$ cat src/rtl/bus_pkg.sv
// Shared definitions for the bus controller: FSM encoding, default bus
// widths and the addresses of the two memory-mapped bus devices.
package bus_pkg;

  // Bus-cycle sequencer states.
  typedef enum logic [1:0] {
    IDLE = 2'd0,
    ADDR = 2'd1,
    WAIT = 2'd2,
    RESP = 2'd3
  } state_t;

  // Default address and data widths of the shared bus.
  localparam int BUS_AW = 16;
  localparam int BUS_DW = 16;

  // Memory-mapped device ports on the shared bus.
  localparam logic [15:0] RD_DEV_ADDR = 16'hFFF0;
  localparam logic [15:0] WR_DEV_ADDR = 16'hFFF8;

endpackage : bus_pkg

$ cat src/rtl/bus_arbiter_rr.sv
// Round-robin winner selection. The search starts one position above the
// last owner and wraps modulo NREQ, so the last owner has lowest priority.
module rr_arbiter #(
  parameter int NREQ = 2,
  parameter int IW   = (NREQ > 1) ? $clog2(NREQ) : 1
) (
  input  logic [NREQ-1:0] i_req,
  input  logic [IW-1:0]   i_ptr,
  output logic [NREQ-1:0] o_grant,
  output logic [IW-1:0]   o_idx,
  output logic            o_valid
);

  int          k;
  logic [IW-1:0] w_k;

  // First set request bit found searching upward from i_ptr+1.
  always_comb begin
    // NOTE: every output gets a default before the loop; a path that leaves
    // a combinational output unassigned would infer a latch.
    o_grant = '0;
    o_idx   = '0;
    o_valid = 1'b0;
    k       = 0;
    w_k     = '0;
    for (int i = 1; i <= NREQ; i++) begin
      k   = (int'(i_ptr) + i) % NREQ;
      w_k = IW'(k);
      if (!o_valid && i_req[w_k]) begin
        o_valid      = 1'b1;
        o_grant[w_k] = 1'b1;
        o_idx        = w_k;
      end
    end
  end

endmodule : rr_arbiter

$ cat src/rtl/bus_arbiter.sv
// Shared-bus controller: arbitrates NREQ masters round-robin, sequences one
// bus cycle at a time (ADDR setup, WAIT for device ready or timeout, RESP
// completion pulse) and returns read data or a timeout error to the owner.
module bus_arbiter
  import bus_pkg::*;
#(
  parameter int NREQ    = 2,
  parameter int AW      = BUS_AW,
  parameter int DW      = BUS_DW,
  parameter int TIMEOUT = 15
) (
  input  logic               clock,
  input  logic               reset_n,
  input  logic [NREQ-1:0]    req,
  input  logic [NREQ-1:0]    wr,
  input  logic [NREQ*AW-1:0] addr_in,
  input  logic [NREQ*DW-1:0] wdata_in,
  output logic [NREQ-1:0]    gnt,
  output logic [NREQ-1:0]    done,
  output logic               err,
  output logic [DW-1:0]      rdata,
  output logic [AW-1:0]      address,
  output logic               w,
  output logic [DW-1:0]      data_out,
  output logic               data_oe,
  input  logic [DW-1:0]      data_in,
  input  logic               ready
);

  localparam int IW = (NREQ > 1) ? $clog2(NREQ) : 1;
  localparam int CW = $clog2(TIMEOUT + 1);

  state_t          r_state;
  logic [IW-1:0]   r_ptr;
  logic [IW-1:0]   r_owner;
  logic [CW-1:0]   r_cnt;

  logic [NREQ-1:0] w_grant;
  logic [IW-1:0]   w_idx;
  logic            w_valid;
  logic [AW-1:0]   w_sel_addr;
  logic [DW-1:0]   w_sel_wdata;
  logic            w_sel_wr;
  logic [CW-1:0]   w_cnt_next;

  rr_arbiter #(
    .NREQ (NREQ),
    .IW   (IW)
  ) u_rr (
    .i_req   (req),
    .i_ptr   (r_ptr),
    .o_grant (w_grant),
    .o_idx   (w_idx),
    .o_valid (w_valid)
  );

  // Route the prospective winner's address, direction and write data.
  always_comb begin
    w_sel_addr  = '0;
    w_sel_wdata = '0;
    w_sel_wr    = 1'b0;
    for (int i = 0; i < NREQ; i++) begin
      if (w_grant[i]) begin
        w_sel_addr  = addr_in[i*AW +: AW];
        w_sel_wdata = wdata_in[i*DW +: DW];
        w_sel_wr    = wr[i];
      end
    end
  end

  assign w_cnt_next = r_cnt + 1'b1;

  // Bus-cycle sequencer; all bus and master-side outputs are registered here.
  always_ff @(posedge clock or negedge reset_n) begin
    // NOTE: async reset clears every register, so a cycle in flight is
    // simply abandoned: no done or err is ever produced for it.
    if (!reset_n) begin
      r_state  <= IDLE;
      r_ptr    <= '0;
      r_owner  <= '0;
      r_cnt    <= '0;
      gnt      <= '0;
      done     <= '0;
      err      <= 1'b0;
      rdata    <= '0;
      address  <= '0;
      w        <= 1'b0;
      data_out <= '0;
      data_oe  <= 1'b0;
    end else begin
      // NOTE: non-blocking assignments throughout, so every branch reads the
      // pre-edge values of state, counter and outputs.
      case (r_state)
        IDLE: begin
          if (w_valid) begin
            r_state  <= ADDR;
            r_owner  <= w_idx;
            gnt      <= w_grant;
            address  <= w_sel_addr;
            w        <= w_sel_wr;
            data_out <= w_sel_wdata;
            data_oe  <= w_sel_wr;
          end else begin
            address  <= '0;
            w        <= 1'b0;
            data_out <= '0;
            data_oe  <= 1'b0;
          end
        end

        // Setup cycle: bus already driven, ready deliberately ignored.
        ADDR: begin
          r_state <= WAIT;
          r_cnt   <= '0;
        end

        // Ready takes precedence over a timeout landing in the same cycle.
        WAIT: begin
          if (ready || (w_cnt_next == CW'(TIMEOUT))) begin
            r_state <= RESP;
            done    <= gnt;
            err     <= !ready;
            address <= '0;
            w       <= 1'b0;
            data_oe <= 1'b0;
            if (ready && !w) begin
              rdata <= data_in;
            end
          end else begin
            r_cnt <= w_cnt_next;
          end
        end

        RESP: begin
          r_state  <= IDLE;
          r_ptr    <= r_owner;
          gnt      <= '0;
          done     <= '0;
          err      <= 1'b0;
          data_out <= '0;
        end

        default: r_state <= IDLE;
      endcase
    end
  end

endmodule : bus_arbiter

$ cat config.mk
export PLATFORM = sky130hd
export DESIGN_NAME = bus_arbiter
export DESIGN_NICKNAME = d
export VERILOG_FILES = /design/src/rtl/bus_pkg.sv /design/src/rtl/bus_arbiter_rr.sv /design/src/rtl/bus_arbiter.sv
export SDC_FILE = /design/constraint.sdc
export NUM_CORES = 1
export LEC_CHECK = 0
export BUFFER_PORTS_ARGS = -buffer_cell sky130_fd_sc_hd__buf_2
export CELL_PAD_IN_SITES_DETAIL_PLACEMENT = 0
export CELL_PAD_IN_SITES_GLOBAL_PLACEMENT = 2
export CORE_MARGIN = 4
export CORE_UTILIZATION = 30
export DETAILED_ROUTE_END_ITERATION = 6
export PLACE_DENSITY_LB_ADDON = 0.15
export SYNTH_ARGS = -nofsm -noshare
export SYNTH_HDL_FRONTEND = slang
export SYNTH_HIERARCHICAL = 1
export SYNTH_SLANG_ARGS = --single-unit
$ cat constraint.sdc
create_clock -name clock -period 4.8 [get_ports clock]
set_input_delay 0.24 -clock clock [delete_from_list [all_inputs] [get_ports clock]]
set_output_delay 0.24 -clock clock [all_outputs]
set_load 0.02 [all_outputs]
==> results.cfg <==
[job]
maxCapViolations = 0

[sta]
final-max-slew-violation-count = 0
setup_viol = 0
period_share = 0.494
fin_setup_tns_ps = 0
layout_setup_ws_ps = 2430
final-hold-violation-count = 0
tightest_slew_ps = 965
grt_setup_unrepaired = false
skew_ps = 10.7
maxSlewHeadroom = 0.355
post-route-min-period_ps = 2370
holdWs_ps = 78.2
fmax_mhz = 422

[setup_path]
worstPathArrival_ps = 2600
r2r-start = r_state[0]
rr_endpoint = address[6]
worstPathMaxFanout = 17
cp.required_ps = 5020
reg2reg_depth = 6
cp-start-kind = flip-flop
reg2reg_slack_ps = 2430
endpoint_kind = flip-flop
crit_type = flip-flop to flip-flop

[clock_network]
cts_root_buf = clkbuf_8
cts_buffers = 9
ctsResizeCount = 0
cts_setup_buffers = 0
clk_pin_slew_ps = 80
cts_sinks = 62
clk_path_buf_depth = 2
hold_buffers = 0
cts_tree = yes
clkLatencyLatePin_ps = 340
h-tree-depth = 3

[pwr]
p_per_area_mw_per_mm2 = 626
ir_drop_v = 0.000219
fin_total_pwr_uw = 2560
p_leak_uw = 0.00208

[logic_synthesis]
yosys.area.top_type = dfrtp_1
ys.flop_type = dfrtp_1
yosys.area.top_type_share = 0.515
ys_top_cells_by_count = 62 x dfrtp_1, 32 x a22oi_1, 27 x mux2_2, 27 x nand2_1, 21 x nor2_1
yosys.cell_types.count = 37
post-synth-top-count-cell = dfrtp_1
synthTopCellsByArea = dfrtp_1 51%, mux2_2 10%, a22oi_1 8.0%, mux2_4 5.0%, nand2_1 3.4%
mappedNetlistArea_mm2 = 0.00301
synth_nets = 361
synthArstFlopShare = 1.00
syn_avg_cell_area_um2 = 11.2
ys_ff_latch = 62
synth_cells = 268
synth_edf_count = 0
yosysSeqAreaShare = 0.515
yosys_warnings = 6

[placed_design]
place_hpwl_um = 5830
port_buffers = 141
place_congestion = 0.709
place_ws_ps = 2380

[routing]
route.detailed.wl_per_inst_um = 14.5
drt_iter0_drc = 59
postRouteAntennaNets = 0
firstDrtPassIters = 4
routed_wl_um = 7900
viasPerCell = 4.50
drc = 0
vias = 2445

[cells_and_area]
area_delta_synth_final_pct = 35.7
fillers = 1002
diodes = 0
multi_input_area_mm2 = 0.00137
drive_gt1_frac = 0.490
regArea_mm2 = 0.00155
nNetsFinal = 498

[status]
outcome = finished clean

[global_route]
grt_pass1_wl_um = 12500
use_met3 = 0.0418
grt.busiest_layer = met2
overflow = 0
use_met1 = 0.172
grt_max_degree = 63
grt_pass1_vias = 2500
grt_use_met2 = 0.224
grt_usage = 0.139
antenna_found_initial = 0

[worst_hold_path]
hp-class = primary input to asynchronous set/reset pin

[die]
die_y_um = 108
ios = 142
fp-row-count = 36
initial_core_util = 0.308
die_area_mm2 = 0.0117
die_x_um = 108
core_mm2 = 0.00977
-- cell type report --
cell class / count / share of cell area
Clock buffer: 9 / 0.0303
Clock inverter: 7 / 0.0312
Inverter: 9 / 0.00826
Multi-Input combinational cell: 180 / 0.334
Sequential cell: 62 / 0.379
Tap cell: 133 / 0.0407
Timing Repair Buffer: 143 / 0.176
-- power by group --
| part | switching [uW] | internal (uW) | leakage [uW] |
|---|---|---|---|
| Clock | 223 | 353 | 0.000126 |
| Combinational | 674 | 475 | 0.00115 |
| Sequential | 119 | 718 | 0.000798 |
| Total | 1020 | 1550 | 0.00208 |
-- registers in the layout (all words and copies together), names as in the netlist --
name      cells
address      16
r_cnt         4
err           1
done          2
rdata        16
r_owner       1
r_state       2
r_ptr         1
gnt           2
data_out     16
data_oe       1
-- worst max-delay path, stage by stage (launching register included) --
cell and delay, ps:
dfrtp_1 400, inv_1 100, ha_1 370, and2b_1 240, nand2_1 150, o22ai_4 600, mux2_2 410
-- cells by family after synthesis --
| family | after synthesis | share of synthesized area |
|---|---|---|
| xor+xnor | 2 | 0.00581 |
| mux | 41 | 0.164 |
| buf+inv | 26 | 0.0365 |
| flops | 62 | 0.515 |
| compound gates | 66 | 0.158 |
| fa+ha+maj | 6 | 0.0249 |
| simple gates | 65 | 0.0959 |
-- stage by stage --
| stage | instance area (um2) | util | std cells |
|---|---|---|---|
| floorplan | 3010 | - | 268 |
| global placement | 3840 | 0.393 | 527 |
| detailed placement | 3840 | 0.393 | 527 |
| CTS | 4090 | 0.418 | 543 |
| global route | 4090 | 0.418 | 543 |
| finish | 4090 | 0.418 | 543 |
-- cell usage in the layout, fill, tap and decap left out, types with 2 or more instances in the layout --
cell	synthesis	layout
a21oi_1	4	4
a22oi_1	32	32
and3_1	3	3
buf_2	1	141
buf_4	1	2
bufinv_16	0	3
clkbuf_8	0	9
dfrtp_1	62	62
ha_1	6	6
inv_1	9	9
inv_6	0	2
mux2_2	27	27
mux2_4	10	10
mux2i_1	4	4
nand2_1	27	27
nand2b_1	2	2
nand3_1	4	4
nand3b_1	3	3
nor2_1	21	21
o21ai_0	18	18
-- routing by layer --
metal	up-vias	share of wire
li1	1230	-
met1	1106	0.42
met2	95	0.47
met3	14	0.083
met4	0	0.020
met5	-	0
-- worst max-delay path by stage --
stage                        to  cells after the start  startpoint  slack (ps)
floorplan           address[10]                      8  r_state[0]        2830
global placement     address[6]                      6  r_state[0]        2440
detailed placement   address[6]                      6  r_state[0]        2380
CTS                  address[6]                      6  r_state[0]        2380
global route         address[4]                      6  r_state[0]        2210
finish               address[6]                      6  r_state[0]        2430
Power figures use the tool's default switching activity.
